==> src/rtl/hpm_overflow_irq.sv <==
// HPM counter overflow tracking: per-counter OF bits, sticky loss flag and a
// local interrupt with post-acknowledge holdoff.
package config_pkg;
   typedef struct packed {
      logic [31:0] XLEN;
   } cva6_cfg_t;
   localparam cva6_cfg_t cva6_cfg_empty = '0;
endpackage

module hpm_overflow_irq #(
   parameter config_pkg::cva6_cfg_t CVA6Cfg      = config_pkg::cva6_cfg_empty,
   parameter int unsigned           NumCounters  = 6,
   parameter int unsigned           HoldoffWidth = 8,
   localparam int unsigned          IdxWidth     = (NumCounters > 1) ? $clog2(NumCounters) : 1
) (
   input  logic                    clk_i,
   input  logic                    rst_ni,
   input  logic [NumCounters-1:0]  wrap_i,
   input  logic [NumCounters-1:0]  inhibit_i,
   input  logic [NumCounters-1:0]  ovfie_i,
   input  logic                    debug_mode_i,
   input  logic [HoldoffWidth-1:0] holdoff_i,
   hpm_overflow_irq_if.slave       csr_if,
   output logic [IdxWidth-1:0]     first_idx_o,
   output logic                    lost_o
);

   typedef enum logic [1:0] {
      IDLE = 2'd0,
      PEND = 2'd1,
      HOLD = 2'd2
   } state_e;

   // The core configuration is accepted for drop-in compatibility; no field changes this block.
   if (CVA6Cfg.XLEN != 32'd0) begin : g_cfg_xlen
   end

   function automatic logic [IdxWidth-1:0] lowest_idx(input logic [NumCounters-1:0] v);
      logic [IdxWidth-1:0] idx;
      idx = '0;
      for (int i = int'(NumCounters) - 1; i >= 0; i--) begin
         if (v[i]) begin
            idx = IdxWidth'(i);
         end
      end
      return idx;
   endfunction

   logic [NumCounters-1:0]  of_q, of_d;
   logic                    lost_q, lost_d;
   state_e                  state_q, state_d;
   logic [HoldoffWidth-1:0] hold_cnt_q, hold_cnt_d;
   logic [NumCounters-1:0]  wrap_eff;
   logic                    pend;

   assign wrap_eff = wrap_i & ~inhibit_i;
   assign pend     = |(of_q & ovfie_i);

   always_comb begin
      of_d   = of_q;
      lost_d = lost_q;
      if (csr_if.of_we) begin
         of_d   = (of_q & ~csr_if.of_wmask) | (csr_if.of_wdata & csr_if.of_wmask);
         lost_d = 1'b0;
      end else begin
         lost_d = lost_q;
      end
      // Hardware set and loss detection override any same-cycle software write.
      of_d = of_d | wrap_eff;
      if (|(wrap_eff & of_q)) begin
         lost_d = 1'b1;
      end else begin
         lost_d = lost_d;
      end
   end

   always_comb begin
      state_d    = state_q;
      hold_cnt_d = hold_cnt_q;
      case (state_q)
         IDLE: begin
            if (pend && !debug_mode_i) begin
               state_d = PEND;
            end else begin
               state_d = IDLE;
            end
         end
         PEND: begin
            if (debug_mode_i) begin
               state_d = PEND;
            end else if (csr_if.irq_ack) begin
               if (holdoff_i == '0) begin
                  state_d = IDLE;
               end else begin
                  state_d    = HOLD;
                  hold_cnt_d = holdoff_i;
               end
            end else if (!pend) begin
               state_d = IDLE;
            end else begin
               state_d = PEND;
            end
         end
         HOLD: begin
            hold_cnt_d = hold_cnt_q - HoldoffWidth'(1);
            // A zero count can only arise from corruption; leave rather than wrap.
            if (hold_cnt_q <= HoldoffWidth'(1)) begin
               state_d    = IDLE;
               hold_cnt_d = '0;
            end else begin
               state_d = HOLD;
            end
         end
         default: begin
            state_d    = IDLE;
            hold_cnt_d = '0;
         end
      endcase
   end

   always_ff @(posedge clk_i) begin
      if (!rst_ni) begin
         of_q       <= '0;
         lost_q     <= 1'b0;
         state_q    <= IDLE;
         hold_cnt_q <= '0;
      end else begin
         of_q       <= of_d;
         lost_q     <= lost_d;
         state_q    <= state_d;
         hold_cnt_q <= hold_cnt_d;
      end
   end

   assign csr_if.of  = of_q;
   assign csr_if.irq = (state_q == PEND) && !debug_mode_i;
   assign lost_o     = lost_q;
   assign first_idx_o = lowest_idx(of_q & ovfie_i);

endmodule

==> src/rtl/hpm_overflow_irq_if.sv <==
// CSR-side port bundle of the HPM overflow interrupt block: OF write port,
// OF read-back (scountovf view) and the interrupt request/acknowledge pair.
interface hpm_overflow_irq_if #(
   parameter int unsigned N = 6
);
   logic         of_we;
   logic [N-1:0] of_wdata;
   logic [N-1:0] of_wmask;
   logic [N-1:0] of;
   logic         irq;
   logic         irq_ack;

   modport master (
      output of_we, of_wdata, of_wmask, irq_ack,
      input  of, irq
   );

   modport slave (
      input  of_we, of_wdata, of_wmask, irq_ack,
      output of, irq
   );
endinterface

==> src/flat_wrapper.sv <==
// flat-port wrapper written by rule: the top's interface ports become plain ports
module hpm_overflow_irq_flat 
#(
   parameter config_pkg::cva6_cfg_t CVA6Cfg      = config_pkg::cva6_cfg_empty,
   parameter int unsigned           NumCounters  = 6,
   parameter int unsigned           HoldoffWidth = 8,
   localparam int unsigned          IdxWidth     = (NumCounters > 1) ? $clog2(NumCounters) : 1
)
  (clk_i, rst_ni, wrap_i, inhibit_i, ovfie_i, debug_mode_i, holdoff_i, first_idx_o, lost_o, csr_if_of_we, csr_if_of_wdata, csr_if_of_wmask, csr_if_irq_ack, csr_if_of, csr_if_irq);
  hpm_overflow_irq_if #(.N(6)) csr_if_i ();
  input  logic clk_i;
  input  logic rst_ni;
  input  logic [NumCounters-1:0] wrap_i;
  input  logic [NumCounters-1:0] inhibit_i;
  input  logic [NumCounters-1:0] ovfie_i;
  input  logic debug_mode_i;
  input  logic [HoldoffWidth-1:0] holdoff_i;
  output logic [IdxWidth-1:0] first_idx_o;
  output logic lost_o;
  input wire logic [$bits(csr_if_i.of_we)-1:0] csr_if_of_we;
  input wire logic [$bits(csr_if_i.of_wdata)-1:0] csr_if_of_wdata;
  input wire logic [$bits(csr_if_i.of_wmask)-1:0] csr_if_of_wmask;
  input wire logic [$bits(csr_if_i.irq_ack)-1:0] csr_if_irq_ack;
  output wire logic [$bits(csr_if_i.of)-1:0] csr_if_of;
  output wire logic [$bits(csr_if_i.irq)-1:0] csr_if_irq;
  assign csr_if_i.of_we = csr_if_of_we;
  assign csr_if_i.of_wdata = csr_if_of_wdata;
  assign csr_if_i.of_wmask = csr_if_of_wmask;
  assign csr_if_i.irq_ack = csr_if_irq_ack;
  assign csr_if_of = csr_if_i.of;
  assign csr_if_irq = csr_if_i.irq;
  hpm_overflow_irq #(.CVA6Cfg(CVA6Cfg), .NumCounters(NumCounters), .HoldoffWidth(HoldoffWidth)) u_core (.clk_i(clk_i), .rst_ni(rst_ni), .wrap_i(wrap_i), .inhibit_i(inhibit_i), .ovfie_i(ovfie_i), .debug_mode_i(debug_mode_i), .holdoff_i(holdoff_i), .csr_if(csr_if_i), .first_idx_o(first_idx_o), .lost_o(lost_o));
endmodule
==> config.mk <==
export PLATFORM = sky130hd
export DESIGN_NAME = hpm_overflow_irq_flat
export DESIGN_NICKNAME = d
export VERILOG_FILES = /design/src/rtl/hpm_overflow_irq.sv /design/src/rtl/hpm_overflow_irq_if.sv /design/src/flat_wrapper.sv
export SDC_FILE = /design/constraint.sdc
export NUM_CORES = 1
export LEC_CHECK = 0
export BUFFER_PORTS_ARGS = -buffer_cell sky130_fd_sc_hd__buf_4
export CAP_MARGIN = 20
export CORE_ASPECT_RATIO = 1.4
export CORE_MARGIN = 3
export CORE_UTILIZATION = 50
export DETAILED_ROUTE_END_ITERATION = 8
export GPL_ROUTABILITY_DRIVEN = 1
export PLACE_DENSITY = 0.84
export SYNTH_ARGS = -nofsm -noshare
export SYNTH_HDL_FRONTEND = slang
export SYNTH_SLANG_ARGS = --single-unit
export TNS_END_PERCENT = 10
==> constraint.sdc <==
create_clock -name clk_i -period 3.65 [get_ports clk_i]
set_clock_uncertainty 0.15 [all_clocks]
set_input_delay 0.73 -clock clk_i [delete_from_list [all_inputs] [get_ports clk_i]]
set_output_delay 0.73 -clock clk_i [all_outputs]
set_load 0.02 [all_outputs]
# == Word-level counts from Yosys, hierarchy flattened ==
# Cells that the tools add are included.
# totals
ff_bits,17
ram_bits,0
n_memories,0
output_inout_bits,11
latchBits,0
input_bits,43
romBits,0
# classes
n_mul,0
n_lt_le_gt_ge,1
eq_ne,5
addsub,1
shift,0
reduce_logical,9
bitwise_logic,10
n_mux,21
div_mod_pow,0
# op_table
operator,count
$mux W8,4
$and A6 B6 Y6,5
$pmux W8 S3,1
$mux W3,6
$not A6 Y6,2
$or A6 B6 Y6,2
$reduce_or A6 Y1,2
$le A8 B1 Y1 const B,1
$logic_not A8 Y1,1
$mux W2,4
$sub A8 B1 Y8 const B,1
$mux W6,1
$ne A2 B2 Y1 const B,3
$pmux W2 S3,1
$mux W1,4
$reduce_and A4 Y1,1
$eq A2 B1 Y1 const B,1
$eq A2 B2 Y1 const B,1
$logic_and A1 B1 Y1,2
$logic_not A2 Y1,1
$reduce_bool A2 Y1,1
$logic_not A1 Y1,1
$not A1 Y1,1

# == Depth between registers and ports, before layout ==
# depth
depth_word,7
depth_mapped,8
mapped_depth_nobuf,6

# == Worst setup path before layout ==
# No wires, ideal clock.
# synth_path
path_kind,input port to output port
start,in ovfie_i[4]
end,out first_idx_o[0]
path_slack_ns,1.390
path_stages,4
path_buffers,0
arrival_time_ns,1.380
cell_sequence,nand2_1 > a32o_1 > a22oi_1 > a21oi_1
# synth_via
elab_chain_len,6
# synth_lines
element,line_no,rtl
"start, declared",flat_wrapper.sv:15,input logic [NumCounters-1:0] ovfie_i;
$and A6 B6 Y6,hpm_overflow_irq.sv:138,assign first_idx_o = lowest_idx(of_q & ovfie_i);
$mux W3 (5 in series),hpm_overflow_irq.sv:42,if (v[i]) begin
"end, declared",flat_wrapper.sv:18,output logic [IdxWidth-1:0] first_idx_o;
# Every way passes these cells.

# == Final worst setup path ==
# layout_path
start,reg u_core.state_q[1]
end,out csr_if_irq
# layout_via
elab_chain_len,2
# layout_lines
element,line_no,rtl
"start, declared",hpm_overflow_irq.sv:51,"state_e state_q, state_d;"
"start signal, assigned",hpm_overflow_irq.sv:130,state_q <= state_d;
$eq A2 B1 Y1,hpm_overflow_irq.sv:136,assign csr_if.irq = (state_q == PEND) && !debug_mode_i;
$logic_and A1 B1 Y1,hpm_overflow_irq.sv:136,
"end, declared",flat_wrapper.sv:25,output wire logic [$bits(csr_if_i.irq)-1:0] csr_if_irq;
# Every way passes these cells.

==> flow_summary.yaml <==
place:
  hpwlAfterDp_um: 2796
  gp_congestion: 0.9072
  dp_slack_ps: 1272
  io_buffers: 53
critical_path:
  startpoint_type: "flop"
  reg2reg_to: "u_core.hold_cnt_q[2]"
  worstPathArrival_ps: 1620
  ff2ff_path_depth: 6
  path_class: "flop to output port"
  r2r_slack_ps: 1650
  r2r-start: "u_core.hold_cnt_q[0]"
  path_max_fanout: 17
  required_ps: 2770
  crit_path_end_kind: "output port"
timing:
  setup_viol: 0
  max_slew_margin_pct: 63.73
  worstMarginPinSlew_ps: 544.0
  fin_hold_ws_ps: 356.2
  tns_ps: 0
  fin_crit_sh_pct: 68.51
  period_needed_ps: 2501
  fmax_mhz: 399.9
  drv_slew: 0
  layout_setup_ws_ps: 1149
  rsz0062_at_grt: "no"
  hold_viol: 0
routing:
  drt_iter0_markers: 42
  routed_wirelength_um: 3378
  drtAntennaViolNets: 0
  wire_per_inst_um: 15.08
  drc_errors: 0
  viasPerCell: 6.045
  vias: 1354
  first_pass_iters: 6
outcome:
  status: "complete, no violations"
worst_hold_path:
  hp-class: "flop to flop"
  hold_end: "u_core.hold_cnt_q[5]"
  hold_depth: 2
  min-delay-start: "u_core.hold_cnt_q[5]"
clock_tree:
  clock_path_buffers: 2
  cts_tree: "done"
  cts_resized: 0
  ctsHoldBuffers: 0
  cts_setup_buffers: 0
  clkLatencyLatePin_ps: 280
  clk_pin_slew_ps: 90
  clock-sinks: 17
  cts_buffers: 3
  clockRootBuffer: "clkbuf_4"
  h-tree-depth: 1
synth:
  yosys.cell_count.top_type: "nand2_1"
  async_flop_share_pct: 0
  synth_cell_types: 41
  syn-num-nets: 198
  yosysTopAreaCell: "dfxtp_1"
  synth_edf_count: 0
  synth_top_area_share_pct: 27.73
  avgSynthCellArea_um2: 8.238
  syn_area_um2: 1227
  yosysWarnings: 0
  ys.flop_type: "dfxtp_1"
  ys_seq_elements: 17
  synthCells: 149
  synth_commonest_cells: "20 x nand2_1, 17 x dfxtp_1, 12 x inv_1, 8 x a21boi_0, 8 x nand2b_1"
  ys_top_cells_by_area: "dfxtp_1 28%, ha_1 6.1%, nand2_1 6.1%"
  ys_seq_area_share_pct: 27.73
cells_and_area:
  ff_latch_area_um2: 340.3
  multi_input_area_um2: 819.5
  n_fill_cell: 190
  nNetsFinal: 252
  areaGrowthSynthToFinish_pct: 34.96
  finish.utilization_pct: 73.56
  diodes: 0
  drive_gt1_share_pct: 29.70
pwr:
  cellLeakagePower_nw: 0.7574
  vdd_drop_max_mv: 0.1797
  power.density_nw_per_um2: 261.2
grt:
  grt_util_all_layers_pct: 24.43
  grt_overflow: 0
  grt_antenna_before_repair: 0
  first_global_vias: 1366
  grt_max_degree: 19
  grt_first_pass_wirelength_um: 5547
die:
  die_x_um: 47.88
  core_um2: 2252
  pin_count: 54
  dieArea_um2: 3094
  die_h_um: 64.63
  row_count: 20
  initial_core_util_pct: 54.50
job:
  drv_cap: 0
kinds of logic (layout without fill, tap and decap cells):
kind of cell	Yosys count	in the layout	synth area share, %
DFF	17	17	27.73
and+or+nand+nor	55	55	25.48
adders and majority gates	6	6	6.116
buffers and inverters	16	69	5.504
muxes	7	7	5.709
AOI/OAI and AO/OA	48	48	29.46
worst max-delay path by stage:
stage | slack, ps | depth (start not counted) | end | start
after floorplan | 1390 | 4 | first_idx_o[0] | ovfie_i[4]
after global placement | 1270 | 6 | first_idx_o[0] | ovfie_i[4]
after detailed placement | 1270 | 6 | first_idx_o[0] | ovfie_i[4]
after CTS | 1150 | 5 | csr_if_irq | u_core.state_q[1]
after global routing | 1030 | 5 | csr_if_irq | u_core.state_q[1]
final | 1150 | 5 | csr_if_irq | u_core.state_q[1]
power breakdown:
| part | switching, mW | leakage, nW | internal [mW] | total (mW) |
|---|---|---|---|---|
| sequential | 0.0105 | 0.139 | 0.194 | 0.204 |
| combinational | 0.0628 | 0.603 | 0.0705 | 0.133 |
| clock | 0.0528 | 0.0150 | 0.0424 | 0.0951 |
per-layer routing:
layer | part of all wire, % | global-route usage (%)
met2 | 51 | 41.23
met4 | 3.3 | 14.14
met5 | 0 | 0
met3 | 8.9 | 6.111
met1 | 37 | 25.47
state kept, by name, indices dropped and copies added, names as in the netlist:
name and cells:
u_core.state_q 2, u_core.hold_cnt_q 8, u_core.csr_if.of 6, u_core.lost_o 1
through the flow:
| stage | power (mW) | std cells | area (um^2) |
|---|---|---|---|
| final | 0.4328 | 224 | 1657 |
| after detailed placement | 0.3414 | 220 | 1630 |
| after global placement | 0.3383 | 220 | 1630 |
| after CTS | 0.4395 | 224 | 1657 |
| after global routing | 0.4610 | 224 | 1657 |
| after floorplan | 0.2757 | 149 | 1227 |
critical path: stages (launching register included):
cell and delay, ps:
dfxtp_1 340, inv_1 80, ha_1 500, inv_1 110
nor2_1 140, buf_4 150
layout by cell type, fill, tap and decap left out, types with 3 or more instances in the layout:
master / n
ha_1: 6
a21oi_1: 6
clkbuf_4: 3
dfxtp_1: 17
o21ai_1: 4
nor2b_1: 3
a21boi_0: 8
a221oi_1: 3
buf_4: 53
nand3b_1: 3
mux2i_1: 7
nand2b_1: 8
inv_1: 12
nor4b_1: 3
nand2_1: 20
a32o_1: 6
nor2_1: 6
a22oi_1: 4
cell type report:
class                   instances  share of cell area (%)
multi-input cells             116                   49.47
repair buffers                 53                   24.02
clock buffers                   4                   1.586
well taps                      22                   1.662
inverters                      12                   2.719
flip-flops and latches         17                   20.54
Power figures use the tool's default switching activity.
